==> config.mk <==
export PLATFORM = sky130hd
export DESIGN_NAME = fsm3_dir_decoder
export DESIGN_NICKNAME = d
export VERILOG_FILES = /design/src/rtl/fsm3_dir_decoder.sv
export SDC_FILE = /design/constraint.sdc
export NUM_CORES = 1
export LEC_CHECK = 0
export BUFFER_PORTS_ARGS = -buffer_cell sky130_fd_sc_hd__buf_2
export CORE_MARGIN = 2
export CORE_UTILIZATION = 50
export DETAILED_ROUTE_END_ITERATION = 10
export PLACE_DENSITY = 0.75
export REMOVE_ABC_BUFFERS = 1
export SLEW_MARGIN = 15
export SYNTH_ARGS = -nofsm -noshare
export SYNTH_HDL_FRONTEND = slang
export SYNTH_SLANG_ARGS = --single-unit
export TNS_END_PERCENT = 50
==> constraint.sdc <==
create_clock -name clk -period 3.3 [get_ports clk]
set_input_delay 0.66 -clock clk [delete_from_list [all_inputs] [get_ports clk]]
set_output_delay 0.66 -clock clk [all_outputs]
set_load 0.05 [all_outputs]
==> src/rtl/fsm3_dir_decoder.sv <==
// Receive-side decoder for a mod-4 up/down counter: recovers the step direction,
// the carry/borrow, a net position and illegal-step statistics from the observed state stream.
module fsm3_dir_decoder #(
    parameter int POS_W  = 8,
    parameter int ERR_W  = 4,
    parameter int LOCK_N = 4
) (
    input  logic             clk,
    input  logic             reset,
    input  logic             clr,
    input  logic             in_valid,
    input  logic [1:0]       state_in,
    output logic             dir_valid,
    output logic             dir,
    output logic             carry,
    output logic             err,
    output logic [ERR_W-1:0] err_cnt,
    output logic [POS_W-1:0] pos_cnt,
    output logic             locked
);

    // state  | meaning
    // IDLE   | no reference sample captured yet
    // TRACK  | reference held, fewer than LOCK_N consecutive legal steps
    // LOCKED | at least LOCK_N consecutive legal steps observed
    typedef enum logic [1:0] {IDLE, TRACK, LOCKED} state_t;

    localparam logic [3:0] RUN_MAX = 4'(LOCK_N);

    state_t             state_q, state_d;
    logic [1:0]         prev_q, prev_d;
    logic [3:0]         run_q, run_d;
    logic               dir_valid_q, dir_valid_d;
    logic               dir_q, dir_d;
    logic               carry_q, carry_d;
    logic               err_q, err_d;
    logic [ERR_W-1:0]   err_cnt_q, err_cnt_d;
    logic [POS_W-1:0]   pos_cnt_q, pos_cnt_d;
    logic               locked_q, locked_d;
    logic [1:0]         delta;

    always_comb begin
        state_d     = state_q;
        prev_d      = prev_q;
        run_d       = run_q;
        dir_valid_d = 1'b0;
        dir_d       = 1'b0;
        carry_d     = 1'b0;
        err_d       = 1'b0;
        err_cnt_d   = err_cnt_q;
        pos_cnt_d   = pos_cnt_q;
        delta       = state_in - prev_q;

        if (clr) begin
            state_d   = IDLE;
            prev_d    = 2'b00;
            run_d     = 4'd0;
            err_cnt_d = '0;
            pos_cnt_d = '0;
        end else if (in_valid) begin
            // Every processed sample becomes the new reference, legal or not.
            prev_d = state_in;
            if (state_q == IDLE) begin
                state_d = TRACK;
            end else begin
                case (delta)
                    2'b01: begin
                        dir_valid_d = 1'b1;
                        carry_d     = (prev_q == 2'b11);
                        pos_cnt_d   = pos_cnt_q + 1'b1;
                    end
                    2'b11: begin
                        dir_valid_d = 1'b1;
                        dir_d       = 1'b1;
                        carry_d     = (prev_q == 2'b00);
                        pos_cnt_d   = pos_cnt_q - 1'b1;
                    end
                    default: begin
                        err_d   = 1'b1;
                        run_d   = 4'd0;
                        state_d = TRACK;
                        if (err_cnt_q != '1)
                            err_cnt_d = err_cnt_q + 1'b1;
                    end
                endcase
                if (dir_valid_d) begin
                    run_d   = (run_q >= RUN_MAX) ? RUN_MAX : run_q + 4'd1;
                    state_d = (run_d == RUN_MAX) ? LOCKED : TRACK;
                end
            end
        end
        locked_d = (state_d == LOCKED);
    end

    always_ff @(posedge clk or posedge reset) begin
        if (reset) begin
            state_q     <= IDLE;
            prev_q      <= 2'b00;
            run_q       <= 4'd0;
            dir_valid_q <= 1'b0;
            dir_q       <= 1'b0;
            carry_q     <= 1'b0;
            err_q       <= 1'b0;
            err_cnt_q   <= '0;
            pos_cnt_q   <= '0;
            locked_q    <= 1'b0;
        end else begin
            state_q     <= state_d;
            prev_q      <= prev_d;
            run_q       <= run_d;
            dir_valid_q <= dir_valid_d;
            dir_q       <= dir_d;
            carry_q     <= carry_d;
            err_q       <= err_d;
            err_cnt_q   <= err_cnt_d;
            pos_cnt_q   <= pos_cnt_d;
            locked_q    <= locked_d;
        end
    end

    assign dir_valid = dir_valid_q;
    assign dir       = dir_q;
    assign carry     = carry_q;
    assign err       = err_q;
    assign err_cnt   = err_cnt_q;
    assign pos_cnt   = pos_cnt_q;
    assign locked    = locked_q;

endmodule

==> reports/metrics.cfg, run 1 <==
[run_status]
status = finished clean

[sta]
setup_tns_ns = 0
fmax_mhz = 376
rsz0062_at_grt = no
min_period_ns = 2.66
setup_viol = 0
fin_ws_ns = 0.642
worst_pin_slew_ns = 0.956
finalClockSkew_ns = 0.00478
hold_slack_ns = 0.508
finalCritPeriodShare_pct = 80.5
timing.slew.headroom_pct = 36.2
slew_violations = 0
hold_violations = 0

[logic_synthesis]
synth.cell_area_um2 = 1350
synth.most_common_cell = dfrtp_1
ys_top_cells_by_area = dfrtp_1 (46%), ha_1 (6.5%), nor2_1 (5.8%)
ys_types = 38
synth_edf_count = 0
yosys-top-cells-count = dfrtp_1 (25), nor2_1 (21), nand2_1 (8), a21oi_1 (7), ha_1 (7)
synth-main-ff-cell = dfrtp_1
syn_inst = 138
synth.ff_latch_count = 25
yosysSeqAreaShare_pct = 46.3
synth_top_area_cell = dfrtp_1
syn_area_per_cell_um2 = 9.79
yosysTopAreaCellShare_pct = 46.3
yosysWarnings = 0
async_flop_share_pct = 100

[finish]
nNetsFinal = 174
fillers = 221
diodes = 0
synthToLayoutAreaGrowth_pct = 12.2
final_util_pct = 60.1
fin_cells = 190
layout-drive-gt1-share_pct = 18.8

[critical_path]
worst_setup_path_end_kind = register
required_ns = 3.59
r2r-end = pos_cnt[6]$_DFFE_PP0P_
path_max_fanout = 9
timing.reg2reg.setup_slack_ns = 0.66
r2r_start = prev_q[0]$_DFFE_PP0P_
arrival_ns = 2.94
worstRegToRegCells = 10
cp-start-kind = input pin
crit_type = input pin to register

[floorplan]
coreArea_um2 = 2520
num_io_pins = 23
num_rows = 18
chipWidth_um = 56.0
initial_utilization_pct = 53.6
die-area_um2 = 3130
die_h_um = 56.0

[detailed_routing]
viasPerCell = 5.73
drt-wirelength-per-cell_um = 14.6
ant_nets = 0
drc = 0
drtIter0Drc = 30
vias = 1089
drt_pre_antenna_iters = 4
wl_mm = 2.77

[place]
place_ws_ns = 0.301
place_congestion = 0.792
hpwl_mm = 1.97
port_buffers = 22
dp_cells = 186

[global_routing]
gr-usage-all-layers_pct = 19.1
grt_pass1_wl_mm = 4.81
grt_overflow = 0
grt_max_degree = 26
grt_antenna_before_repair = 0
grt_pass1_vias = 1076

[clock_network]
cts_htree_levels = 1
hold_buffers = 0
cts-resized-gates = 0
path_clk_slew_ns = 0.16
cts_buffer_depth = 2
post-cts-setup-buffers = 0
cts.sink_count = 25
ctsRootBufferMaster = clkbuf_4
cts_tree = built
cts_buffers = 3
clock_latency_ns = 0.34

[min_path]
min_path_type = input pin to async pin

[power]
p_leak_uw = 0.000784
peakVddDrop_mv = 0.254
powerDensity_nw_per_um2 = 390

[job]
maxCapViolations = 0

-- final cells by class --
type	count	area [um^2]	share of cell area, %
clock buffers	3	22.5	1.49
clock inverters	1	8.76	0.578
inverters	6	22.5	1.49
multi-input cells	102	682	45.0
flip-flops and latches	25	626	41.3
well taps	30	37.5	2.48
repair buffers	23	118	7.76
-- worst max path at each step --
stage | cells after the start | to | from | slack, ns
floorplan | 9 | pos_cnt[7]$_DFFE_PP0P_ | state_in[0] | 0.55
global placement | 10 | pos_cnt[7]$_DFFE_PP0P_ | state_in[0] | 0.35
detailed placement | 10 | pos_cnt[7]$_DFFE_PP0P_ | state_in[0] | 0.30
CTS | 12 | pos_cnt[6]$_DFFE_PP0P_ | state_in[0] | 0.64
global route | 10 | pos_cnt[7]$_DFFE_PP0P_ | state_in[0] | 0.51
finish | 12 | pos_cnt[6]$_DFFE_PP0P_ | state_in[0] | 0.64
-- sequential cells by signal, indices dropped and copies added (netlist names) --
name,count
carry,1
dir,1
dir_valid,1
err,1
err_cnt,4
locked,1
pos_cnt,8
prev_q,2
run_q,4
state_q,2
-- report_power, final --
part	total [uW]	internal (uW)	switching [uW]
Combinational	112	35.8	76.2
Sequential	324	315	8.93
Clock	156	49.6	107
-- per-stage QoR --
stage	instance area [um^2]	total power, uW
floorplan	1330	411
global placement	1490	437
detailed placement	1490	441
CTS	1520	593
global route	1520	619
finish	1520	592
-- critical path, stage by stage --
cell and delay (ns):
buf_2 0.10, inv_1 0.05, ha_1 0.19, xnor3_2 0.35
nor2_4 0.23, xor2_1 0.19, ha_1 0.24, a31oi_1 0.12
o21ai_1 0.15, o2111ai_1 0.16, or4_1 0.41, nand3_1 0.09
-- layer usage --
layer | GRT usage, % | up-vias | share of wire [%]
met3 | 2.56 | 5 | 3.7
met5 | 0 | - | 0
met1 | 23.7 | 531 | 45
met4 | 7.48 | 0 | 1.6
li1 | - | 534 | -
met2 | 33.3 | 19 | 50
-- cell families (layout without fill, tap and decap cells) --
kind of cell             after synthesis  count (layout)  synth area share, %
AO/OA/AOI/OAI                         31              31                 14.5
XOR/XNOR                              12              12                 8.89
adder cells (fa/ha/maj)                7               7                 6.48
buffers and inverters                 11              33                 3.24
flip-flops                            25              25                 46.3
multiplexers                           4               4                 3.06
AND/OR/NAND/NOR                       48              48                 17.5
-- placed cells by master, fill, tap and decap left out, types with 5 or more instances in the layout --
cell type,netlist,layout
dfrtp_1,25,25
buf_2,2,22
nor2_1,21,21
nand2_1,8,8
a21oi_1,7,7
ha_1,7,7
inv_1,6,6
xor2_1,6,6
o21ai_0,5,5
xnor2_1,5,5
Power figures use the tool's default switching activity.
==> inputs of run 2 (changes only) <==
==> constraint.sdc (replaced) <==
create_clock -name clk -period 2.7 [get_ports clk]
set_input_delay 0.54 -clock clk [delete_from_list [all_inputs] [get_ports clk]]
set_output_delay 0.54 -clock clk [all_outputs]
set_load 0.05 [all_outputs]
==> run 2 against run 1 <==
- die area is the same
- worst setup slack lost 0.40 ns
- first-iteration DRC count shrank 30%
- clock skew grew 0.0014 ns
- clock power grew 6%
- critical endpoint unchanged
==> reports/metrics.cfg, run 2 (synthesis results as in run 1) <==
[critical_path]
timing.reg2reg.setup_slack_ns = 0.24
r2r-end = pos_cnt[6]$_DFFE_PP0P_
cp-start-kind = register
cpLargestDelayFamily = simple AND/OR/NAND/NOR gates
required_ns = 2.95
cp_cell_sequence = ha_1 -> xnor3_2 -> nor2_4 -> xor2_1 -> ha_1 -> a31oi_1 -> o21ai_1 -> o2111ai_1 -> or4_1 -> nand3_1
startpoint = prev_q[0]$_DFFE_PP0P_
worst_setup_path_end_kind = register
crit_type = register to register
path_max_fanout = 5
worstRegToRegCells = 10
r2r_start = prev_q[0]$_DFFE_PP0P_
max_stage_delay_ns = 0.44
cp_slowest_cell = dfrtp_1
crit_buf_inv = 0
cp_common_cell = ha_1
arrival_ns = 2.71

[sta]
setup_viol = 0
min_period_ns = 2.46
hold_slack_ns = 0.406
slew_violations = 0
finalCritPeriodShare_pct = 91.1
worst_pin_slew_ns = 0.927
setup_tns_ns = 0
rsz0062_at_grt = no
fmax_mhz = 407
fin_ws_ns = 0.241
timing.slew.headroom_pct = 38.1
finalClockSkew_ns = 0.00617
hold_violations = 0

[finish]
fillers = 227
synthToLayoutAreaGrowth_pct = 14.2
diodes = 0
multi_input_area_um2 = 682
seqCellArea_um2 = 626
largest_reg_flops = 8
nNetsFinal = 178
layout-drive-gt1-share_pct = 20.7
final_common_cell = dfrtp_1
mostFrequentLayoutCells = dfrtp_1 (25), buf_2 (22), nor2_1 (21), nand2_1 (8)

[clock_network]
cts_htree_levels = 1
cts_tree = built
cts-resized-gates = 0
cts_buffers = 3
clock_latency_ns = 0.31
cts.sink_count = 25
ctsRootBufferMaster = clkbuf_4
post-cts-setup-buffers = 0
cts_buffer_depth = 2
path_clk_slew_ns = 0.14
hold_buffers = 0

[detailed_routing]
drtIter0Drc = 21
viasPerCell = 5.64
ant_nets = 0
drt-wirelength-per-cell_um = 14.1
drt_pre_antenna_iters = 4
drc = 0
wl_mm = 2.73
vias = 1094

[job]
maxCapViolations = 0

[global_routing]
gr-usage-all-layers_pct = 19.2
grt_max_degree = 26
grt_pass1_wl_mm = 4.82
grt_antenna_before_repair = 0
grt_overflow = 0
grt_pass1_vias = 1068

[floorplan]
num_io_pins = 23
coreArea_um2 = 2520
num_rows = 18
chipWidth_um = 56.0
die_h_um = 56.0
initial_utilization_pct = 53.6
die-area_um2 = 3130

[place]
place_ws_ns = 0.00520
place_congestion = 0.848
hpwl_mm = 2.05
port_buffers = 22

[power]
peakVddDrop_mv = 0.347
p_leak_uw = 0.000803
powerDensity_nw_per_um2 = 460

[min_path]
min_path_type = input pin to async pin

[run_status]
status = finished clean

run 2: changes by cell type in the layout (fill, tap and decap cells not counted), sizes merged:
| cell | delta |
|---|---|
| buf | +4 |
| clkinv | +1 |
| inv | -1 |
run 2: through the flow:
stage | power (uW) | area (um^2) | utilization [%] | std cells
floorplan | 503 | 1330 | - | 133
CTS | 716 | 1540 | 61.2 | 194
detailed placement | 551 | 1520 | 60.1 | 190
global route | 750 | 1540 | 61.2 | 194
global placement | 547 | 1520 | 60.1 | 190
finish | 709 | 1540 | 61.2 | 194
run 2: worst max-delay path by stage:
| stage | endpoint | slack [ns] | cells past startpoint |
|---|---|---|---|
| 6_report | pos_cnt[6]$_DFFE_PP0P_ | 0.24 | 10 |
| 5_1_grt | pos_cnt[6]$_DFFE_PP0P_ | 0.08 | 10 |
| 4_1_cts | pos_cnt[7]$_DFFE_PP0P_ | 0.27 | 10 |
| 3_5_place_dp | pos_cnt[7]$_DFFE_PP0P_ | 0.005 | 12 |
| 3_3_place_gp | pos_cnt[6]$_DFFE_PP0P_ | 0.04 | 12 |
| 2_1_floorplan | pos_cnt[7]$_DFFE_PP0P_ | 0.07 | 9 |
run 2: cell type report:
class | count | area share (%)
flip-flops and latches | 25 | 40.6
repair buffers | 27 | 9.57
well taps | 30 | 2.43
clock buffers | 3 | 1.46
multi-input cells | 102 | 44.2
clock inverters | 1 | 0.324
inverters | 6 | 1.46
run 2: power breakdown:
part           switching (uW)  internal [uW]  total (uW)
Clock                     110           55.3         165
Sequential               11.1            385         396
Combinational            95.8           52.8         149
run 2: metal layers:
layer	up-vias	track usage [%]	part of all wire, %
met4	0	8.50	1.3
met1	518	26.3	46
li1	542	-	-
met3	6	2.56	3.7
met2	28	30.4	49
met5	-	0	0
==> inputs of run 3 (changes only) <==
--- a/config.mk
+++ b/config.mk
@@ -9,7 +9,7 @@
 export CORE_MARGIN = 2
 export CORE_UTILIZATION = 50
 export DETAILED_ROUTE_END_ITERATION = 10
-export PLACE_DENSITY = 0.75
+export PLACE_DENSITY = 0.72
 export REMOVE_ABC_BUFFERS = 1
 export SLEW_MARGIN = 15
 export SYNTH_ARGS = -nofsm -noshare
==> run 3 against run 2 <==
- die area is the same
- worst hold slack worse by 0.025 ns
- clock-buffer cell count unchanged
- final cell count unchanged
- sequential cell count is the same
- critical endpoint is now pos_cnt[7]$_DFFE_PP0P_
- worst setup slack about the same
- via count fell by 2.1%
- sequential share of layout area is 0.098 points lower
- cell area rose by 0.24%
- wire length down 0.77%
==> reports/metrics.cfg, run 3 (synthesis results as in run 1) <==
[run_status]
status = finished clean

[finish]
diodes = 0
final_area_um2 = 1550
final_common_cell = dfrtp_1
nNetsFinal = 178
largest_reg_flops = 8
fillers = 229
layout-drive-gt1-share_pct = 20.7
mostFrequentLayoutCells = dfrtp_1 (25), buf_2 (22), nor2_1 (21), nand2_1 (8)
synthToLayoutAreaGrowth_pct = 14.4

[critical_path]
required_ns = 2.93
startpoint = prev_q[0]$_DFFE_PP0P_
arrival_ns = 2.69
r2r_start = prev_q[0]$_DFFE_PP0P_
crit_type = register to register
worst_setup_path_end_kind = register
path_max_fanout = 6
timing.reg2reg.setup_slack_ns = 0.24
cp-start-kind = register

[sta]
min_period_ns = 2.46
setup_viol = 0
finalClockSkew_ns = 0.00667
slew_violations = 0
worst_pin_slew_ns = 0.941
timing.slew.headroom_pct = 37.2
fmax_mhz = 407
fin_ws_ns = 0.242
rsz0062_at_grt = no
hold_violations = 0
finalCritPeriodShare_pct = 91.1
hold_slack_ns = 0.381

[floorplan]
num_io_pins = 23
die-area_um2 = 3130
num_rows = 18
chipWidth_um = 56.0
initial_utilization_pct = 53.6
coreArea_um2 = 2520
die_h_um = 56.0

[place]
place_congestion = 0.830
place_ws_ns = -0.0411
port_buffers = 22
hpwl_mm = 1.91
place_area_um2 = 1520

[global_routing]
grt_antenna_before_repair = 0
grt_pass1_vias = 1090
grt_pass1_wl_mm = 4.75
gr-usage-all-layers_pct = 18.5
grt_overflow = 0
grt_max_degree = 26

[power]
peakVddDrop_mv = 0.332
power_uw = 731
powerDensity_nw_per_um2 = 473
p_leak_uw = 0.000804

[detailed_routing]
wl_mm = 2.71
drc = 0
drt-wirelength-per-cell_um = 14.0
drtIter0Drc = 21
vias = 1071
ant_nets = 0
drt_pre_antenna_iters = 4
viasPerCell = 5.52

[clock_network]
cts.sink_count = 25
clock_latency_ns = 0.33
hold_buffers = 0
cts_tree = built
ctsRootBufferMaster = clkbuf_4
cts_buffers = 3
cts_buffer_depth = 2
post-cts-setup-buffers = 0
cts-resized-gates = 0
cts_htree_levels = 1
path_clk_slew_ns = 0.16

[job]
maxCapViolations = 0

[min_path]
min_path_type = input pin to async pin

[run 3: through the flow]
stage / instances / utilization (%) / setup TNS, ns
2_1_floorplan: 133 / - / 0
3_3_place_gp: 190 / 60.1 / 0
3_5_place_dp: 190 / 60.1 / -0.0411
4_1_cts: 194 / 61.3 / 0
5_1_grt: 194 / 61.3 / 0
6_report: 194 / 61.3 / 0
[run 3: cell type report]
cell class                      instances  area (um^2)  share of cell area, %
Multi-Input combinational cell        102          682                   44.1
Sequential cell                        25          626                   40.5
Timing Repair Buffer                   27          148                   9.55
Tap cell                               30         37.5                   2.43
Clock buffer                            3         22.5                   1.46
Inverter                                6         22.5                   1.46
Clock inverter                          1         8.76                  0.566
[run 3: final timing paths]
kind	depth (start not counted)	endpoint
setup reg to reg	10	pos_cnt[7]$_DFFE_PP0P_
hold / removal	2	run_q[0]$_DFFE_PP0P_
max in group asynchronous	2	pos_cnt[3]$_DFFE_PP0P_
min in group clk	3	prev_q[0]$_DFFE_PP0P_
setup / recovery	10	pos_cnt[7]$_DFFE_PP0P_
hold reg to reg	2	run_q[2]$_DFFE_PP0P_
[run 3: layer usage]
layer / vias to the layer above / GRT usage, % / part of all wire, %
met1: 504 / 24.3 / 49
met2: 20 / 30.8 / 47
met5: - / 0 / 0
li1: 542 / - / -
met4: 0 / 7.14 / 1.5
met3: 5 / 2.79 / 2.6
[run 3: worst max-delay path: stages (launching register included)]
cell	delay, ns
dfrtp_1	0.44
ha_1	0.23
xnor3_2	0.27
nor2_4	0.17
ha_1	0.28
buf_4	0.16
o31ai_1	0.08
a21oi_1	0.13
o21ai_1	0.13
o311a_1	0.17
mux2_1	0.31
[run 3: power breakdown]
part | leakage, uW | internal, uW | switching [uW]
combinational | 0.000441 | 52.9 | 95.8
sequential | 0.000344 | 385 | 11.0
clock | 0.0000183 | 60.5 | 127
total | 0.000804 | 498 | 233
